$ cat src/rtl/output_port_fifo_pkg.sv
// Shared sizing constants for the CPU output-port FIFO.
package output_port_fifo_pkg;

    localparam int OPF_DATA_W = 8;
    localparam int OPF_DEPTH  = 16;

endpackage

$ cat src/rtl/fifo_mem.sv
// DEPTH x WIDTH register file: synchronous write, asynchronous (fall-through) read.
// Write lands on the rising edge; read data follows rd_addr combinationally.
module fifo_mem
    import output_port_fifo_pkg::*;
#(
    parameter int WIDTH = OPF_DATA_W,
    parameter int DEPTH = OPF_DEPTH,
    parameter int AW    = $clog2(DEPTH)
) (
    input  logic             clk,
    input  logic             wr_en,
    input  logic [AW-1:0]    wr_addr,
    input  logic [WIDTH-1:0] wr_dat,
    input  logic [AW-1:0]    rd_addr,
    output logic [WIDTH-1:0] rd_dat
);

    logic [WIDTH-1:0] mem_q [DEPTH];
    logic [WIDTH-1:0] mem_d [DEPTH];

    always_comb begin
        mem_d = mem_q;
        if (wr_en) begin
            mem_d[wr_addr] = wr_dat;
        end
    end

    // Storage is deliberately not reset; only the pointers define validity.
    always_ff @(posedge clk) begin
        mem_q <= mem_d;
    end

    assign rd_dat = mem_q[rd_addr];

endmodule

$ cat src/rtl/output_port_fifo.sv
// Output-port byte FIFO: captures data_in on each go strobe, drains over valid/ready.
// Head byte visible the cycle after it is written; writes while full are dropped and flagged.
module output_port_fifo
    import output_port_fifo_pkg::*;
#(
    parameter  int WIDTH = OPF_DATA_W,
    parameter  int DEPTH = OPF_DEPTH,
    localparam int AW    = $clog2(DEPTH)
) (
    input  logic             clk,
    input  logic             reset,
    input  logic             go,
    input  logic [WIDTH-1:0] data_in,
    output logic [WIDTH-1:0] out_data,
    output logic             out_valid,
    input  logic             out_ready,
    output logic [AW:0]      level,
    output logic             full,
    output logic             empty,
    output logic             overflow,
    input  logic             clear_ovf
);

    logic [AW-1:0] wr_ptr_q, wr_ptr_d;
    logic [AW-1:0] rd_ptr_q, rd_ptr_d;
    logic [AW:0]   level_q, level_d;
    logic          overflow_q, overflow_d;
    logic          rd_fire;
    logic          wr_en;

    assign empty     = (level_q == '0);
    assign full      = (level_q == (AW+1)'(DEPTH));
    assign out_valid = !empty;
    assign level     = level_q;
    assign overflow  = overflow_q;

    // A full queue can still take a byte when the head leaves in the same cycle.
    assign rd_fire = out_valid && out_ready;
    assign wr_en   = go && (!full || rd_fire);

    always_comb begin
        wr_ptr_d   = wr_ptr_q;
        rd_ptr_d   = rd_ptr_q;
        level_d    = level_q;
        overflow_d = overflow_q;
        if (wr_en) begin
            wr_ptr_d = wr_ptr_q + AW'(1);
        end
        if (rd_fire) begin
            rd_ptr_d = rd_ptr_q + AW'(1);
        end
        if (wr_en && !rd_fire) begin
            level_d = level_q + (AW+1)'(1);
        end else if (rd_fire && !wr_en) begin
            level_d = level_q - (AW+1)'(1);
        end
        // A drop in the same cycle as clear_ovf keeps the flag set.
        if (go && !wr_en) begin
            overflow_d = 1'b1;
        end else if (clear_ovf) begin
            overflow_d = 1'b0;
        end
    end

    always_ff @(posedge clk) begin
        if (reset) begin
            wr_ptr_q   <= '0;
            rd_ptr_q   <= '0;
            level_q    <= '0;
            overflow_q <= 1'b0;
        end else begin
            wr_ptr_q   <= wr_ptr_d;
            rd_ptr_q   <= rd_ptr_d;
            level_q    <= level_d;
            overflow_q <= overflow_d;
        end
    end

    fifo_mem #(
        .WIDTH (WIDTH),
        .DEPTH (DEPTH),
        .AW    (AW)
    ) u_mem (
        .clk     (clk),
        .wr_en   (wr_en),
        .wr_addr (wr_ptr_q),
        .wr_dat  (data_in),
        .rd_addr (rd_ptr_q),
        .rd_dat  (out_data)
    );

endmodule

$ cat config.mk
export PLATFORM = sky130hd
export DESIGN_NAME = output_port_fifo
export DESIGN_NICKNAME = d
export VERILOG_FILES = /design/src/rtl/output_port_fifo_pkg.sv /design/src/rtl/fifo_mem.sv /design/src/rtl/output_port_fifo.sv
export SDC_FILE = /design/constraint.sdc
export NUM_CORES = 1
export LEC_CHECK = 0
export BUFFER_PORTS_ARGS = -buffer_cell sky130_fd_sc_hd__buf_2
export CAP_MARGIN = 20
export CORE_MARGIN = 1
export CORE_UTILIZATION = 51
export DETAILED_ROUTE_END_ITERATION = 6
export GPL_TIMING_DRIVEN = 0
export PLACE_DENSITY = 0.73
export SYNTH_ARGS = -nofsm -noshare
export SYNTH_HDL_FRONTEND = slang
export SYNTH_SLANG_ARGS = --single-unit
$ cat constraint.sdc
create_clock -name clk -period 5.8 [get_ports clk]
set_clock_uncertainty 0.2 [all_clocks]
set_input_delay 1.45 -clock clk [delete_from_list [all_inputs] [get_ports clk]]
set_output_delay 1.45 -clock clk [all_outputs]
set_load 0.01 [all_outputs]
==> results of run 1 <==
[flip-flops by register name (all words and copies together), names as in the netlist]
register and count:
level 5, rd_ptr_q 4, overflow 1, u_mem.mem_q 128, wr_ptr_q 4
[critical path, cell delays in order, from the launching register on]
cell      delay, ns
dfxtp_1        0.33
clkbuf_1       0.33
clkbuf_1       0.61
mux4_2         0.43
a22oi_1        0.30
nand2_1        0.12
buf_2          0.16
[power groups by stage]
stage	clock network, mW	registers [mW]	logic (mW)
global route	1.25	1.19	0.745
CTS	1.20	1.18	0.691
detailed placement	0	1.20	0.682
global placement	0	1.20	0.667
floorplan	0	1.21	0.484
finish	1.20	1.18	0.679
[routing by layer]
layer / vias to the layer above / GRT usage
li1: 1346 / -
met1: 1600 / 0.3011
met2: 142 / 0.3526
met3: 16 / 0.06329
met4: 0 / 0.07632
met5: - / 0
[worst max-delay path by stage]
stage	start	endpoint	slack, ns	cells past startpoint
CTS	rd_ptr_q[1]$_SDFFE_PP0P_	out_data[3]	1.26	6
global route	rd_ptr_q[1]$_SDFFE_PP0P_	out_data[3]	1.20	6
finish	rd_ptr_q[1]$_SDFFE_PP0P_	out_data[3]	1.33	6
global placement	out_ready	level[4]$_SDFFE_PP0P_	1.85	11
detailed placement	out_ready	level[4]$_SDFFE_PP0P_	1.80	11
floorplan	out_ready	level[4]$_SDFFE_PP0P_	2.20	10
[area by class of cell]
cell class	count	share of cell area
multi-input cells	149	0.2248
inverters	6	0.003342
clock inverters	13	0.03528
repair buffers	31	0.02451
plain buffers	18	0.01207
well taps	140	0.02599
flip-flops and latches	142	0.6120
clock buffers	18	0.06201
[cell families after synthesis]
group,after synthesis,share of synthesized area
simple gates,66,0.05643
fa+ha+maj,10,0.02309
compound gates,30,0.04118
xor+xnor,8,0.01220
buf+inv,24,0.01808
flops,142,0.7181
mux,35,0.1309
[cells in the mapped netlist]
cell type	n
o211ai_1	3
or4_4	1
o21ai_2	1
fa_1	1
nor4_1	1
nand2b_1	3
mux4_2	32
mux2_2	1
and3_1	2
o21ai_4	1
nor3_1	4
xor2_1	6
and2_1	1
a21oi_1	5
buf_1	2
inv_1	6
a31oi_1	1
nor4bb_1	1
nand2_1	11
edfxtp_1	128
or3_1	1
nor2_1	31
a22oi_1	16
a211oi_1	1
a21o_2	1
ha_1	9
o211ai_4	1
xnor2_1	2
mux2i_1	2
dfxtp_1	14
buf_6	1
buf_2	5
clkbuf_1	10
or2b_1	1
nand3_2	3
or2_4	1
nor2b_1	3
nand3_1	2
[through the flow]
stage	worst slack (ns)	utilization
4_1_cts	1.264	0.6189
3_5_place_dp	1.799	0.5587
2_1_floorplan	2.199	-
3_3_place_gp	1.854	0.5560
6_report	1.333	0.6189
5_1_grt	1.196	0.6189
==> results.ini, run 1 <==
[yosys]
synth_cell_type_count=38
syn_nets=338
ys_ff_latch=142
synth_top_area_share=0.6693
synth_cells=315
yosysTopAreaCell=edfxtp_1
syn-cell-area_um2=5743
yosys_warnings=0
synth.area.top_cells=edfxtp_1 (67%), mux4_2 (13%), dfxtp_1 (4.9%)
ys_seq_area_frac=0.7181
syn_area_per_cell_um2=18.23

[setup_path]
critical_path_required_ns=4.15
timing_worst_setup_path_type=reg -> out
worstPathArrival_ns=2.82
regToRegEndpoint=level[4]$_SDFFE_PP0P_
rrSetupSlack_ns=2.65
path_max_fanout=10
startpoint_type=flop
reg2reg_from=level[0]$_SDFFE_PP0P_
end_kind=output pin
reg2reg_depth=11

[outcome]
status=finished, final reports clean

[clocking]
clk-insertion-delay-late_ns=0.53
cts.sinks=142
cts_tree=done
postCtsSetupRepairBufs=0
cts_resized=0
cts.htree.levels=4
cts_buffers=17
max-clock-path-buffers=2
cts-root-buf=clkbuf_8
ctsHoldBuffers=0
path_clk_slew_ns=0.06

[placed_design]
place_inst=486
hpwlAfterDp_um=7241
place.gp.congestion=0.7477
io_buffers=27
placed_cell_area_um2=6083

[route]
via_per_inst=6.004
final_antenna_net_count=0
first_iter_violations=310
detailedRoute.firstPassIterationCount=5
highest_layer=met4
post_drt_wl_per_cell_um=22.59
wl_um=11680
route.detailed.drc=0
dr_wl_met2_um=5819
wl_met3_um=849
num_vias=3104
wl_met1_um=4820

[floorplan]
die_area_um2=11690
die_x_um=108.1
rows=38
coreArea_um2=10890
initial_core_util=0.5275
fp.dieH_um=108.1
pin_count=30

[layout]
drive_gt1_frac=0.2891
final_common_cell=edfxtp_1
antenna_cells=0
final_cells=517
mostFrequentLayoutCells=edfxtp_1 (128), buf_2 (32), mux4_2 (32)
fillers=757
fin_area_um2=6739
nNetsFinal=388
final-seq-area_um2=4124
syn_to_final_growth_pct=17.34
multi_input_area_um2=1515

[grt]
grt_pass1_vias=3174
antenna_found_initial=0
grt_pass1_wl_um=18120
grt_overflow=0
grt_max_degree=17
grt_util_all_layers=0.2238

[sta]
rsz0062_at_grt=no
finalHoldViolCount=0
setup_viol=0
slew_violations=0
fin_crit_ns=4.467
fmax_mhz=223.9
relSlewSlack=0.3072
finalCritPeriodShare=0.7702
tightest_slew_ns=1.035
tns_ns=0
holdWs_ns=0.3253

[power_and_ir_drop]
switching_power_mw=0.8027
pwr-share-seq=0.386
p_clk_frac=0.392
p_int_mw=2.260
power_mw=3.063
ir_worst_vdd_v=0.0002438
power.density_nw_per_um2=454.5
p_leak_nw=2.284
switching_share=0.2621
combPwrFrac=0.222

[hold_path]
hold_depth=2
hold_path_class=reg -> reg
hold_end=wr_ptr_q[1]$_SDFFE_PP0P_
hp-start=wr_ptr_q[1]$_SDFFE_PP0P_

[run]
drv_cap=0

No activity file was read; power rests on OpenSTA's default activity.
==> inputs of run 2 (changes only) <==
--- a/config.mk
+++ b/config.mk
@@ -5,13 +5,14 @@
 export SDC_FILE = /design/constraint.sdc
 export NUM_CORES = 1
 export LEC_CHECK = 0
+export ABC_AREA = 1
 export BUFFER_PORTS_ARGS = -buffer_cell sky130_fd_sc_hd__buf_2
 export CAP_MARGIN = 20
 export CORE_MARGIN = 1
 export CORE_UTILIZATION = 51
 export DETAILED_ROUTE_END_ITERATION = 6
 export GPL_TIMING_DRIVEN = 0
-export PLACE_DENSITY = 0.73
+export PLACE_DENSITY = 0.76
 export SYNTH_ARGS = -nofsm -noshare
 export SYNTH_HDL_FRONTEND = slang
 export SYNTH_SLANG_ARGS = --single-unit
==> constraint.sdc (replaced) <==
create_clock -name clk -period 3.7 [get_ports clk]
set_clock_uncertainty 0.2 [all_clocks]
set_input_delay 0.925 -clock clk [delete_from_list [all_inputs] [get_ports clk]]
set_output_delay 0.925 -clock clk [all_outputs]
set_load 0.01 [all_outputs]
==> results.ini, run 2 <==
[layout]
mostFrequentLayoutCells=edfxtp_1 (128), nand2_1 (121), nor2_1 (65)  ; was edfxtp_1 (128), buf_2 (32), mux4_2 (32)
antenna_cells=0  ; unchanged
final_common_cell=edfxtp_1  ; unchanged
final_cells=784  ; was 517
largest-register=u_mem.mem_q  ; unchanged
nNetsFinal=651  ; was 388
syn_to_final_growth_pct=16.49  ; was 17.34%
fin_area_um2=7202  ; was 6739 µm²
drive_gt1_frac=0.1700  ; was 0.2891
fin_util=0.6201  ; was 0.6189
largest_register_ffs=128  ; unchanged

[yosys]
synth_edf_count=128  ; unchanged
synth_most_common_cell=edfxtp_1  ; unchanged
synth_cells=565  ; was 315
syn_area_per_cell_um2=10.94  ; was 18.23 µm²
synth_cell_type_count=27  ; was 38
ys_seq_area_frac=0.6671  ; was 0.7181
yosysTopAreaCell=edfxtp_1  ; unchanged
synth_top_area_share=0.6217  ; was 0.6693
syn_nets=588  ; was 338
synth-main-ff-cell=edfxtp_1  ; unchanged
yosys_warnings=0  ; unchanged
synth.area.top_cells=edfxtp_1 (62%), nand2_1 (7.3%), nand3_1 (4.6%)  ; was edfxtp_1 (67%), mux4_2 (13%), dfxtp_1 (4.9%)
syn-cell-area_um2=6182  ; was 5743 µm²
ys_async_sr_fraction=0  ; unchanged
synth.top_cells.by_count=edfxtp_1 (128), nand2_1 (121), nor2_1 (65)  ; was edfxtp_1 (128), mux4_2 (32), nor2_1 (31)
ys_ff_latch=142  ; unchanged

[sta]
timing.final.ws_setup_ns=0.5327  ; was 1.333 ns
tns_ns=0  ; unchanged
relSlewSlack=0.6250  ; was 0.3072
tightest_slew_ns=0.5582  ; was 1.035 ns
slew_violations=0  ; unchanged
finalHoldViolCount=0  ; unchanged
holdWs_ns=0.2715  ; was 0.3253 ns
fmax_mhz=315.7
rsz0062_at_grt=no  ; unchanged
fin_crit_ns=3.167
finalCritPeriodShare=0.8560
setup_viol=0  ; unchanged

[route]
final_antenna_net_count=0  ; unchanged
via_per_inst=5.541  ; was 6.004
detailedRoute.firstPassIterationCount=7  ; was 5
wl_um=14440  ; was 11680 µm
first_iter_violations=403  ; was 310
num_vias=4344  ; was 3104
route.detailed.drc=2  ; was 0
post_drt_wl_per_cell_um=18.41  ; was 22.59 µm

[clocking]
path_clk_slew_ns=0.06  ; about the same
cts_resized=0  ; unchanged
cts.htree.levels=4  ; unchanged
max-clock-path-buffers=2  ; unchanged
cts.sinks=142  ; unchanged
cts-root-buf=clkbuf_16  ; was clkbuf_8
clk-insertion-delay-late_ns=0.43  ; was 0.53 ns
cts_tree=done  ; unchanged
cts_buffers=17  ; unchanged
postCtsSetupRepairBufs=0  ; unchanged
ctsHoldBuffers=0  ; unchanged

[floorplan]
fp.dieH_um=112.1  ; was 108.1 µm
rows=39  ; was 38
die_area_um2=12570  ; was 11690 µm²
pin_count=30  ; unchanged
die_x_um=112.1  ; was 108.1 µm
initial_core_util=0.5323  ; was 0.5275
coreArea_um2=11610  ; was 10890 µm²

[setup_path]
reg2reg_depth=12  ; was 11
regToRegEndpoint=level[4]$_SDFFE_PP0P_  ; unchanged
end_kind=output pin  ; unchanged
timing_worst_setup_path_type=reg -> out  ; unchanged
crit_end=out_data[5]  ; was out_data[3]
worstPathArrival_ns=2.04  ; was 2.82 ns
rrSetupSlack_ns=1.18  ; was 2.65 ns
startpoint_type=flop  ; unchanged
critical_path_required_ns=2.57  ; was 4.15 ns
path_max_fanout=10  ; unchanged
reg2reg_from=level[0]$_SDFFE_PP0P_  ; unchanged
cp-startpoint=rd_ptr_q[0]$_SDFFE_PP0P_  ; was rd_ptr_q[1]$_SDFFE_PP0P_

[power_and_ir_drop]
combPwrFrac=0.259  ; was 0.222
p_leak_nw=2.842  ; was 2.284 nW
power_mw=4.868  ; was 3.063 mW
ir_worst_vdd_v=0.0005761  ; was 0.0002438 V
pwr-share-seq=0.384  ; was 0.386
switching_share=0.3060  ; was 0.2621
power.density_nw_per_um2=675.9  ; was 454.5 nW/µm²
p_int_mw=3.379  ; was 2.260 mW
p_clk_frac=0.357  ; was 0.392
switching_power_mw=1.489  ; was 0.8027 mW

[grt]
met2_usage=0.4269  ; was 0.3526
grt_pass1_vias=4152  ; was 3174
grt_overflow=0  ; unchanged
grt_pass1_wl_um=22330  ; was 18120 µm
antenna_found_initial=0  ; unchanged
grt_use_met1=0.2996  ; was 0.3011
grt_util_all_layers=0.2465  ; was 0.2238
grt_max_degree=17  ; unchanged
grt_use_met3=0.06317  ; was 0.06329
gr-max-usage-layer=met2  ; unchanged

[placed_design]
place.gp.congestion=0.9246  ; was 0.7477
place_inst=745  ; was 486
io_buffers=28  ; was 27
pre_cts_slack_ns=0.6320  ; was 1.799 ns
placed_cell_area_um2=6551  ; was 6083 µm²
hpwlAfterDp_um=9807  ; was 7241 µm

[outcome]
status=complete, but fails checks  ; was finished, final reports clean
violations=DRC

[hold_path]
hold_path_class=reg -> reg  ; unchanged

[run]
drv_cap=0  ; unchanged

run 2: cell count changes in the layout (fill, tap and decap cells not counted), sizes merged, moves of 12 or more:
cell / delta
a22oi: -16
buf: +25
inv: +40
mux4: -32
nand2: +111
nand3: +52
nor2: +36
nor3: +12
o211ai: +19
o21ai: +30
run 2: worst min-delay path by stage:
stage / startpoint / end / slack, ns / cells past startpoint
floorplan: wr_ptr_q[3]$_SDFFE_PP0P_ / wr_ptr_q[3]$_SDFFE_PP0P_ / 0.28 / 2
global placement: overflow$_SDFFE_PP0P_ / overflow$_SDFFE_PP0P_ / 0.25 / 2
detailed placement: overflow$_SDFFE_PP0P_ / overflow$_SDFFE_PP0P_ / 0.26 / 2
CTS: overflow$_SDFFE_PP0P_ / overflow$_SDFFE_PP0P_ / 0.28 / 2
global route: overflow$_SDFFE_PP0P_ / overflow$_SDFFE_PP0P_ / 0.28 / 2
finish: overflow$_SDFFE_PP0P_ / overflow$_SDFFE_PP0P_ / 0.27 / 2
run 2: power by group through the flow:
stage | registers [mW] | logic [mW] | clock network [mW]
2_1_floorplan | 1.91 | 0.853 | 0
3_3_place_gp | 1.90 | 1.20 | 0
3_5_place_dp | 1.90 | 1.24 | 0
4_1_cts | 1.87 | 1.25 | 1.75
5_1_grt | 1.88 | 1.41 | 1.81
6_report | 1.87 | 1.26 | 1.74
run 2: cells by family after synthesis:
group | share of synthesized area
flip-flops | 0.6671
adder cells (fa/ha/maj) | 0.02145
AO/OA/AOI/OAI | 0.06517
buffers and inverters | 0.05829
XOR/XNOR | 0.009917
AND/OR/NAND/NOR | 0.1781
run 2: area by class of cell:
class | instances | area, µm²
clock buffers | 18 | 429.2
well taps | 143 | 178.9
fillers | 897 | 4412
plain buffers | 29 | 176.4
repair buffers | 44 | 237.7
multi-input cells | 345 | 1698
flip-flops and latches | 142 | 4124
clock inverters | 14 | 173.9
inverters | 49 | 183.9
run 2: critical path, stage by stage, from the launching register on:
cell and delay [ns]:
dfxtp_1 0.34, buf_6 0.14, inv_2 0.07, buf_2 0.19, o21ai_0 0.31, nand3_1 0.19, nand3_1 0.16, nand2_1 0.07
buf_2 0.14
run 2: routing by layer:
layer,up-vias,wire [µm]
li1,2071,-
met1,2066,5733
met2,185,7349
met3,22,1116
met4,0,236
met5,-,0
==> inputs of run 3 (changes only) <==
--- a/config.mk
+++ b/config.mk
@@ -5,7 +5,6 @@
 export SDC_FILE = /design/constraint.sdc
 export NUM_CORES = 1
 export LEC_CHECK = 0
-export ABC_AREA = 1
 export BUFFER_PORTS_ARGS = -buffer_cell sky130_fd_sc_hd__buf_2
 export CAP_MARGIN = 20
 export CORE_MARGIN = 1
==> results.ini, run 3 (same netlist as run 1, synthesis figures left out) <==
[floorplan]
die_x_um=108.1  ; was 112.1 µm
rows=38  ; was 39
fp.dieH_um=108.1  ; was 112.1 µm
pin_count=30  ; unchanged
initial_core_util=0.5275  ; was 0.5323
die_area_um2=11690  ; was 12570 µm²
coreArea_um2=10890  ; was 11610 µm²

[setup_path]
critical_path_required_ns=2.57  ; about the same
cp_cell_sequence=clkbuf_1, clkbuf_4, mux4_2, a22oi_1, nand2_1, buf_2  ; was buf_6, inv_2, buf_2, o21ai_0, nand3_1, nand3_1, nand2_1, buf_2
end_kind=output pin  ; unchanged
critPathBufInv=3  ; was 4
reg2reg_depth=11  ; was 12
critPathSlowestCell=clkbuf_4  ; was dfxtp_1
reg2reg_from=level[0]$_SDFFE_PP0P_  ; unchanged
worstPathArrival_ns=2.47  ; was 2.04 ns
timing_worst_setup_path_type=reg -> out  ; unchanged
startpoint_type=flop  ; unchanged
critical-path-max-stage-delay_ns=0.37  ; was 0.34 ns
rrSetupSlack_ns=0.56  ; was 1.18 ns
critPathTopFamily=buffers and inverters  ; unchanged
regToRegEndpoint=level[4]$_SDFFE_PP0P_  ; unchanged
path_max_fanout=10  ; unchanged

[route]
post_drt_wl_per_cell_um=21.35  ; was 18.41 µm
num_vias=2979  ; was 4344
final_antenna_net_count=0  ; unchanged
wl_um=11060  ; was 14440 µm
first_iter_violations=229  ; was 403
route.detailed.drc=0  ; was 2
detailedRoute.firstPassIterationCount=4  ; was 7
via_per_inst=5.751  ; was 5.541

[layout]
drive_gt1_frac=0.2937  ; was 0.1700
syn_to_final_growth_pct=16.23  ; was 16.49%
largest_register_ffs=128  ; unchanged
antenna_cells=0  ; unchanged
nNetsFinal=388  ; was 651
mostFrequentLayoutCells=edfxtp_1 (128), mux4_2 (32), nor2_1 (31)  ; was edfxtp_1 (128), nand2_1 (121), nor2_1 (65)
largest-register=u_mem.mem_q  ; unchanged
final_common_cell=edfxtp_1  ; unchanged

[clocking]
max-clock-path-buffers=2  ; unchanged
postCtsSetupRepairBufs=0  ; unchanged
path_clk_slew_ns=0.06  ; about the same
cts_buffers=17  ; unchanged
cts.sinks=142  ; unchanged
cts.htree.levels=4  ; unchanged
cts_resized=8  ; was 0
clk-insertion-delay-late_ns=0.51  ; was 0.43 ns
cts-root-buf=clkbuf_8  ; was clkbuf_16
cts_tree=done  ; unchanged
ctsHoldBuffers=0  ; unchanged

[sta]
tightest_slew_ns=0.9093  ; was 0.5582 ns
setup_viol=0  ; unchanged
fmax_mhz=278.5  ; was 315.7 MHz
finalHoldViolCount=0  ; unchanged
tns_ns=0  ; unchanged
rsz0062_at_grt=no  ; unchanged
finalCritPeriodShare=0.9704  ; was 0.8560
relSlewSlack=0.3915  ; was 0.6250
slew_violations=0  ; unchanged
fin_crit_ns=3.590  ; was 3.167 ns

[placed_design]
hpwlAfterDp_um=6979  ; was 9807 µm
io_buffers=27  ; was 28
place.gp.congestion=0.7456  ; was 0.9246

[grt]
antenna_found_initial=0  ; unchanged
grt_pass1_wl_um=17150  ; was 22330 µm
grt_overflow=0  ; unchanged
grt_util_all_layers=0.2126  ; was 0.2465
grt_max_degree=17  ; unchanged
grt_pass1_vias=3053  ; was 4152

[hold_path]
hp-start=wr_ptr_q[1]$_SDFFE_PP0P_  ; was overflow$_SDFFE_PP0P_
hold_end=wr_ptr_q[1]$_SDFFE_PP0P_  ; was overflow$_SDFFE_PP0P_
hold_path_class=reg -> reg  ; unchanged
hold_depth=2  ; unchanged

[power_and_ir_drop]
power_mw=4.527  ; was 4.868 mW
ir_worst_vdd_v=0.0004003  ; was 0.0005761 V
power.density_nw_per_um2=678.2  ; was 675.9 nW/µm²
p_leak_nw=2.257  ; was 2.842 nW

[outcome]
status=finished, final reports clean  ; was complete, but fails checks

[run]
drv_cap=0  ; unchanged

[run 3: cell types whose count changed in the layout (fill, tap and decap cells not counted), sizes merged, moves of 19 or more]
cell	before	now
nand2	122	11
nand3	57	5
inv	48	8
nor2	67	31
mux4	0	32
o21ai	32	2
buf	64	39
o211ai	23	4
[run 3: cell type report]
| cell class | count | area [µm²] |
|---|---|---|
| Fill cell | 754 | 4213 |
| Sequential cell | 142 | 4124 |
| Multi-Input combinational cell | 149 | 1515 |
| Clock buffer | 19 | 421.7 |
| Tap cell | 140 | 175.2 |
| Timing Repair Buffer | 31 | 165.2 |
| Clock inverter | 13 | 140.1 |
| Buffer | 18 | 111.4 |
| Inverter | 6 | 22.52 |
[run 3: through the flow]
stage / cells / util / setup WS (ns) / hold slack, ns / cell area (µm²)
final: 518 / 0.6131 / 0.1097 / 0.3222 / 6675
after global routing: 518 / 0.6131 / 0.005150 / 0.3706 / 6675
after CTS: 518 / 0.6119 / 0.04668 / 0.3269 / 6663
after detailed placement: 486 / 0.5587 / 0.2500 / 0.3184 / 6083
after global placement: 482 / 0.5560 / 0.2906 / 0.3037 / 6053
after floorplan: 315 / - / 0.6237 / 0.2772 / 5743
[run 3: power by group]
part | leakage [nW] | total, mW | switching [mW] | internal [mW]
sequential | 1.27 | 1.86 | 0.0456 | 1.81
clock | 0.266 | 1.61 | 0.648 | 0.960
combinational | 0.720 | 1.06 | 0.535 | 0.527
total | 2.26 | 4.53 | 1.23 | 3.30
[run 3: worst register-to-register path, cell delays in order (launching register included)]
cell,delay [ns]
dfxtp_1,0.38
or4_4,0.56
buf_6,0.16
o21ai_2,0.20
inv_1,0.07
ha_1,0.19
inv_1,0.16
ha_1,0.30
a21oi_1,0.19
a211oi_1,0.10
a31oi_1,0.17
mux2_2,0.35
[run 3: layer usage]
metal,up-vias,global-route usage,share of wire
met5,-,0,0
met4,0,0.06947,0.0065
met3,6,0.06088,0.060
met2,102,0.3480,0.52
met1,1521,0.2742,0.41
li1,1350,-,-
[run 3: worst max path at each step]
stage / from / endpoint / depth (start not counted)
6_report: rd_ptr_q[1]$_SDFFE_PP0P_ / out_data[7] / 6
5_1_grt: rd_ptr_q[1]$_SDFFE_PP0P_ / out_data[7] / 6
4_1_cts: rd_ptr_q[1]$_SDFFE_PP0P_ / out_data[7] / 6
3_5_place_dp: out_ready / level[4]$_SDFFE_PP0P_ / 11
3_3_place_gp: out_ready / level[4]$_SDFFE_PP0P_ / 11
2_1_floorplan: out_ready / level[4]$_SDFFE_PP0P_ / 10
